### src/rtl/uart_frame_sequencer.sv
// Frame sequencer for a shared UART transmitter: snapshots DEVICES sensor bytes and
// sends HEADER, data bytes (device 0 first), checksum; supervises each byte with a timeout.
module uart_frame_sequencer #(
  parameter int         DEVICES      = 2,
  parameter logic [7:0] HEADER       = 8'hAA,
  parameter int         CLKS_PER_BIT = 5208,
  parameter int         GAP_CLKS     = 10000
) (
  input  logic                 clk,
  input  logic                 rst_n,
  input  logic                 start,
  input  logic                 auto_mode,
  input  logic [DEVICES*8-1:0] data_in,
  input  logic                 tx_done,
  output logic [7:0]           tx_data,
  output logic                 tx_enable,
  output logic                 busy,
  output logic                 frame_done,
  output logic                 error
);

  localparam int TIMEOUT = 12 * CLKS_PER_BIT;
  localparam int IW      = $clog2(DEVICES + 2);
  localparam int TW      = $clog2(TIMEOUT + 1);
  localparam int GW      = $clog2(GAP_CLKS + 2);

  // idx is the byte currently in flight: 0 header, 1..DEVICES data, DEVICES+1 checksum
  localparam logic [IW-1:0] LAST_IDX = IW'(DEVICES + 1);
  localparam logic [IW-1:0] CSUM_PREV = IW'(DEVICES);
  localparam logic [TW-1:0] TO_LAST  = TW'(TIMEOUT - 1);
  localparam logic [GW-1:0] GAP_LAST = GW'(GAP_CLKS);

  typedef enum logic [1:0] {IDLE, SEND, WAIT, GAP} state_t;

  state_t               state, state_d;
  logic [DEVICES*8-1:0] snap, snap_d;
  logic [IW-1:0]        idx, idx_d;
  logic [7:0]           sum, sum_d, tx_data_d, data_byte;
  logic [TW-1:0]        tcnt, tcnt_d;
  logic [GW-1:0]        gcnt, gcnt_d;
  logic                 tx_enable_d, busy_d, frame_done_d, error_d;

  always_comb begin
    data_byte = '0;
    for (int i = 0; i < DEVICES; i++) begin
      if (idx == IW'(i)) data_byte = snap[i*8 +: 8];
    end
  end

  // Transmitter handshake: a one-cycle tx_enable hands tx_data over (tx_data stays put
  // until the next load); the transmitter answers with a one-cycle tx_done, honoured only in WAIT.
  always_comb begin
    state_d      = state;
    snap_d       = snap;
    idx_d        = idx;
    sum_d        = sum;
    tx_data_d    = tx_data;
    tcnt_d       = tcnt;
    gcnt_d       = gcnt;
    tx_enable_d  = 1'b0;
    frame_done_d = 1'b0;
    error_d      = error;
    busy_d       = busy;
    case (state)
      IDLE: begin
        if (start | auto_mode) begin
          snap_d      = data_in;
          error_d     = 1'b0;
          idx_d       = '0;
          sum_d       = HEADER;
          tx_data_d   = HEADER;
          tx_enable_d = 1'b1;
          busy_d      = 1'b1;
          state_d     = SEND;
        end
      end
      SEND: begin
        tcnt_d  = '0;
        state_d = WAIT;
      end
      WAIT: begin
        if (tx_done) begin
          if (idx == LAST_IDX) begin
            frame_done_d = 1'b1;
            gcnt_d       = '0;
            if (GAP_CLKS == 0) begin
              busy_d  = 1'b0;
              state_d = IDLE;
            end else begin
              state_d = GAP;
            end
          end else begin
            idx_d       = idx + 1'b1;
            tx_enable_d = 1'b1;
            state_d     = SEND;
            if (idx == CSUM_PREV) begin
              tx_data_d = sum;
            end else begin
              tx_data_d = data_byte;
              sum_d     = sum + data_byte;
            end
          end
        end else if (tcnt == TO_LAST) begin
          error_d = 1'b1;
          busy_d  = 1'b0;
          state_d = IDLE;
        end else begin
          tcnt_d = tcnt + 1'b1;
        end
      end
      GAP: begin
        // The frame_done cycle is the first of GAP_CLKS+1 cycles spent here.
        if (gcnt == GAP_LAST) begin
          busy_d  = 1'b0;
          state_d = IDLE;
        end else begin
          gcnt_d = gcnt + 1'b1;
        end
      end
      default: begin
        state_d = IDLE;
        busy_d  = 1'b0;
      end
    endcase
  end

  always_ff @(posedge clk or negedge rst_n) begin
    if (!rst_n) begin
      state      <= IDLE;
      snap       <= '0;
      idx        <= '0;
      sum        <= '0;
      tx_data    <= '0;
      tcnt       <= '0;
      gcnt       <= '0;
      tx_enable  <= 1'b0;
      frame_done <= 1'b0;
      error      <= 1'b0;
      busy       <= 1'b0;
    end else begin
      state      <= state_d;
      snap       <= snap_d;
      idx        <= idx_d;
      sum        <= sum_d;
      tx_data    <= tx_data_d;
      tcnt       <= tcnt_d;
      gcnt       <= gcnt_d;
      tx_enable  <= tx_enable_d;
      frame_done <= frame_done_d;
      error      <= error_d;
      busy       <= busy_d;
    end
  end

endmodule

### config.mk
export PLATFORM = sky130hd
export DESIGN_NAME = uart_frame_sequencer
export DESIGN_NICKNAME = d
export VERILOG_FILES = /design/src/rtl/uart_frame_sequencer.sv
export SDC_FILE = /design/constraint.sdc
export NUM_CORES = 1
export LEC_CHECK = 0
export ABC_AREA = 1
export CORE_MARGIN = 3
export CORE_UTILIZATION = 35
export CTS_CLUSTER_SIZE = 10
export DETAILED_ROUTE_END_ITERATION = 10
export DONT_BUFFER_PORTS = 1
export GPL_TIMING_DRIVEN = 0
export PLACE_DENSITY = 0.49
export SYNTH_ARGS = -nofsm -noshare
export SYNTH_HDL_FRONTEND = slang
export SYNTH_SLANG_ARGS = --single-unit
### constraint.sdc
create_clock -name clk -period 4.5 [get_ports clk]
set_clock_uncertainty 0.1 [all_clocks]
set_input_delay 0.9 -clock clk [delete_from_list [all_inputs] [get_ports clk]]
set_output_delay 0.9 -clock clk [all_outputs]
set_load 0.02 [all_outputs]
Yosys cells after proc, flatten, opt, wreduce, memory -nomap -nowiden:

Index checks and enable logic that the tools add are counted.
W data, S select, Z words.

* output and inout port bits: 12
* register bits after elaboration: 70
* RAM bits: 0
* memory bits (read-only): 0
* latch bits: 0
* word-level logic and storage cells: 93
* input bits: 21
* memories: 0

* divide/modulo/power cells: 0
* multiplexer cells: 44
* equality and inequality tests: 19
* $lt $le $gt $ge: 0
* add/subtract/negate cells: 4
* reductions and logical operators: 14
* shift operators: 0
* bitwise logic cells: 1
* $mul: 0

Operators by type and width (number)
* $mux W8: 9
* $mux W14: 3
* $mux W16: 2
* $pmux W16 S2: 1
* $pmux W8 S2: 2
* $pmux W14 S2: 1
* $ne A2 B2 Y1 const B: 10
* $add A16 B1 Y16 const B: 1
* $eq A16 B16 Y1 const B: 1
* $mux W2: 8
* $add A14 B1 Y14 const B: 1
* $eq A14 B14 Y1 const B: 1
* $mux W1: 13
* $reduce_and A4 Y1: 3
* $reduce_and A5 Y1: 2
* $add A8 B8 Y8: 1
* $eq A2 B2 Y1 const B: 4
* $pmux W2 S4: 1
* $reduce_and A3 Y1: 2
* $reduce_bool A2 Y1: 3
* $eq A2 B1 Y1 const B: 2
* $logic_not A2 Y1: 2
* $pmux W1 S2: 2
* $pmux W2 S2: 1
* other kinds (6): 6

Logic depth before layout (Yosys ltp):

* depth after elaboration: 8
* gate-level depth with buffers: 15
* depth with buffers taken out: 15

Least setup slack after synthesis:

Ideal clock, no wire load.

* path kind: register to register
* start point: register idx[1]
* end point: register sum[4]
* arrival: 2.182 ns
* period minus slack after synthesis: 2.399 ns
* setup slack: 2.101 ns
* library setup time: 0.117 ns
* stages on the path, launching flop included: 14
* buffers on the path: 1
* required time: 4.283 ns
* path through: dfrtp_1 -> inv_1 -> ha_1 -> buf_2 -> nor2_2 -> a22oi_1 -> inv_1 -> ha_1 -> fa_1 -> nand3_1 -> nand3_1 -> or2_2 -> nand3_1 -> nand2_1

* word-level cells in the longest chain between the ends: 8
* elaborated cells between the ends (all ways): 14
* those cells by class: add/sub (1); eq/ne (5); mux (6); reduce/logical (2)

RTL lines
* start, declared: line 37 `logic [IW-1:0] idx, idx_d;`
* start signal, assigned: line 143 `idx <= idx_d;`
* $logic_not A2 Y1: line 46 `if (idx == IW'(i)) data_byte = snap[i*8 +: 8];`
* $mux W8 (2 in a row): line 46
* $add A8 B8 Y8: line 100 `sum_d = sum + data_byte;`
* $mux W8: line 96 `if (idx == CSUM_PREV) begin`
* $mux W8: line 83 `if (idx == LAST_IDX) begin`
* $mux W8: line 82 `if (tx_done) begin`
* $pmux W8 S2: line 64 `case (state)`
* end signal, assigned: line 144 `sum <= sum_d;`
* end, declared: line 38 `logic [7:0] sum, sum_d, tx_data_d, data_byte;`

Parallel ways exist; a longest one is shown, timed or not. The select of a mux whose other input is x is not followed.
A chain may end at the register's enable or synchronous reset.

Worst setup path in the final report:

Same ends and word-level chain as after synthesis.

==> results.sh <==
export IMPL_dieArea_um2=13310
export IMPL_cts_root_buffer="clkbuf_16"
export IMPL_htree_num_levels=3
export IMPL_drive_gt1_share_pct=14.05
export IMPL_ys_warn_count=0
export IMPL_ios=33
export IMPL_p_leak_nw=2.339
export IMPL_intPower_mw=1.112
export IMPL_switching_power_uw=281.2
export IMPL_cp_max_fo=9
export IMPL_cts_repair_resize_count=0
export IMPL_drt_antenna_violating_nets=0
export IMPL_detail_route_wl_per_cell_um=14.07
export IMPL_async_flop_share_pct=100.0
export IMPL_cpPeakStageDelay_ps=430
export IMPL_gp_congestion=0.8431
export IMPL_crit_type="flop to flop"
export IMPL_die_h_um=115.4
export IMPL_final_setup_tns_ps=0
export IMPL_finalCoreUtilization_pct=40.45
export IMPL_grt_overflow=0
export IMPL_relSlewSlack_pct=73.40
export IMPL_coreArea_um2=11560
export IMPL_grt_max_degree=71
export IMPL_cap_viol_max_count=0
export IMPL_hp_class="primary input to asynchronous set/reset pin"
export IMPL_synth_edf_count=0
export IMPL_drt_total_wl_mm=9.725
export IMPL_synth_seq_cells=70
export IMPL_holdBufCountCts=0
export IMPL_antenna_cells=0
export IMPL_pwr_share_comb_pct=0
export IMPL_startpoint_type="flop"
export IMPL_grt_first_pass_wirelength_mm=16.86
export IMPL_timing_final_crit_share_pct=59.67
export IMPL_drtPass1Iterations=4
export IMPL_cts_tree="done"
export IMPL_syn_nets=569
export IMPL_ir_worst_vdd_v=0.0001305
export IMPL_synth_avg_cell_area_um2=7.857
export IMPL_p_seq_share_pct=45.2
export IMPL_end_kind="flop"
export IMPL_path_clk_slew_ps=60
export IMPL_antenna_found_initial=0
export IMPL_synth_cell_types=43
export IMPL_syn_inst=533
export IMPL_pwr_share_clk_pct=54.8
export IMPL_clk_latency_ps=340
export IMPL_max_freq_ghz=0.3724
export IMPL_r2r_start="idx[1]"
export IMPL_worstMarginPinSlew_ps=395.9
export IMPL_rsz0062_at_grt="no"
export IMPL_post_cts_buffers=0
export IMPL_drt_iter0_drc=178
export IMPL_r2r_end="sum[4]"
export IMPL_cts_sinks=70
export IMPL_cp_endpoint="sum[4]"
export IMPL_avgViaCountPerCell=5.017
export IMPL_sw_frac_of_total_pct=20.19
export IMPL_grt_usage_pct=16.11
export IMPL_grt_pass1_vias=3457
export IMPL_dpl_hpwl_mm=7.041
export IMPL_num_vias=3467
export IMPL_cts_buffers=9
export IMPL_startpoint="idx[1]"
export IMPL_clockBufferDepth=2
export IMPL_p_total_mw=1.393
export IMPL_num_rows=39
export IMPL_r2r_slack_ps=1810
export IMPL_layout_nets=580
export IMPL_status="finished, final reports clean"
export IMPL_worstRegToRegCells=13
export IMPL_worstPathRequired_ps=4630
export IMPL_seq_area_frac_synth_pct=41.83
export IMPL_path_cells="inv_1 -> ha_1 -> buf_2 -> nor2_2 -> a22oi_1 -> inv_1 -> ha_1 -> fa_1 -> nand3_1 -> nand3_1 -> or2_2 -> nand3_1 -> nand2_1"
export IMPL_period_needed_ps=2685
export IMPL_syn_to_final_growth_pct=11.71
export IMPL_synth_area_um2=4188
export IMPL_io_buffer_count=0
export IMPL_initial_utilization_pct=36.21
export IMPL_drc_errors=0
export IMPL_cp_slowest_cell="fa_1"
export IMPL_finalHoldViolations=0
export IMPL_die_w_um=115.4
export IMPL_final_setup_viol_count=0
export IMPL_synth_top_flop_cell="dfrtp_1"
export IMPL_drv_slew=0
export IMPL_crit_top_cell="nand3_1"
export IMPL_cp_arrival_ps=2810
export IMPL_p_per_area_nw_per_um2=297.8
export IMPL_fill_cells=1177
## kinds of logic after synthesis
| group | count (synthesis) | synth area share (%) |
|---|---|---|
| buffers and inverters | 72 | 8.157 |
| xor gates and xnor gates | 5 | 1.046 |
| DFF | 70 | 41.83 |
| adders and majority gates | 15 | 4.661 |
| and+or+nand+nor | 298 | 32.18 |
| AOI/OAI and AO/OA | 73 | 12.13 |
## power groups by stage
| stage | combinational (mW) | sequential (mW) | clock (mW) |
|---|---|---|---|
| finish | 0.000579 | 0.630 | 0.763 |
| global route | 0.000651 | 0.629 | 0.812 |
| CTS | 0.000576 | 0.629 | 0.786 |
| detailed placement | 0.000571 | 0.641 | 0 |
| global placement | 0.000603 | 0.641 | 0 |
| floorplan | 0.000505 | 0.641 | 0 |
## placed cells by master, fill, tap and decap left out, types with 5 or more instances in the layout
cell         n
dfrtp_1     70
o21ai_2     15
nand4_1     12
ha_1        14
clkbuf_16    9
a22oi_1      8
nor3_1       7
nand2_1    171
inv_1       53
nor2_1      42
nor2_2       6
inv_2        7
o21ai_0     21
a21oi_1     10
o21bai_1     5
nand3_1     44
## routing by layer
metal | up-vias | wire length (µm) | global-route usage [%] | share of wire, %
met4 | 0 | 115 | 5.477 | 1.2
met5 | - | 0 | 0 | 0
li1 | 1758 | - | - | -
met1 | 1657 | 4628 | 21.24 | 48
met2 | 42 | 4636 | 25.81 | 48
met3 | 10 | 345 | 4.105 | 3.5
## registers in the layout, indices dropped and copies added, names as in the netlist
register	count
tcnt	16
error	1
tx_enable	1
state	2
busy	1
snap	16
tx_data	8
idx	2
gcnt	14
sum	8
frame_done	1
## Yosys cell counts, drive strengths merged (2+ instances only)
| cell type | number | area (µm²) |
|---|---|---|
| o21ai | 38 | 246.5 |
| nand2 | 179 | 725.7 |
| nor3 | 7 | 35.03 |
| o21bai | 5 | 37.54 |
| nand3 | 45 | 237.7 |
| or2 | 2 | 12.51 |
| a22oi | 8 | 60.06 |
| a21oi | 12 | 67.57 |
| inv | 62 | 240.2 |
| buf | 9 | 97.59 |
| nand4 | 13 | 87.58 |
| a31oi | 4 | 43.80 |
| nor2 | 52 | 249.0 |
| dfrtp | 70 | 1752 |
| ha | 14 | 175.2 |
| xor2 | 4 | 35.03 |
## per-stage QoR
step / instance area [µm²] / worst slack [ps] / hold WS, ps / cells
3_5_place_dp: 4367 / 1810 / 365.4 / 676
2_1_floorplan: 4188 / 2101 / 349.2 / 533
3_3_place_gp: 4367 / 1824 / 363.9 / 676
5_1_grt: 4678 / 1575 / 133.5 / 691
6_report: 4678 / 1815 / 152.0 / 691
4_1_cts: 4678 / 1798 / 138.2 / 691
## worst min path at each step
stage                    end  startpoint
detailed placement  snap[15]    snap[15]
floorplan           snap[15]    snap[15]
CTS                  tcnt[5]       rst_n
global placement    snap[12]    snap[12]
finish               tcnt[5]       rst_n
global route         tcnt[5]       rst_n
## area by class of cell
type	count	area, µm²	area share, %
clock inverters	6	86.33	1.845
plain buffers	9	97.59	2.086
multi-input cells	391	2095	44.77
well taps	143	178.9	3.825
flip-flops and latches	70	1752	37.44
clock buffers	9	225.2	4.814
inverters	63	244.0	5.215
## critical path: cells and delay by family, from the launching register on
kind | cells | cell delay, ps
AO/OA/AOI/OAI | 1 | 160
adder cells (fa/ha/maj) | 3 | 800
buffers and inverters | 3 | 420
flip-flops | 1 | 400
AND/OR/NAND/NOR | 6 | 710
(Power assumes the default switching activity.)
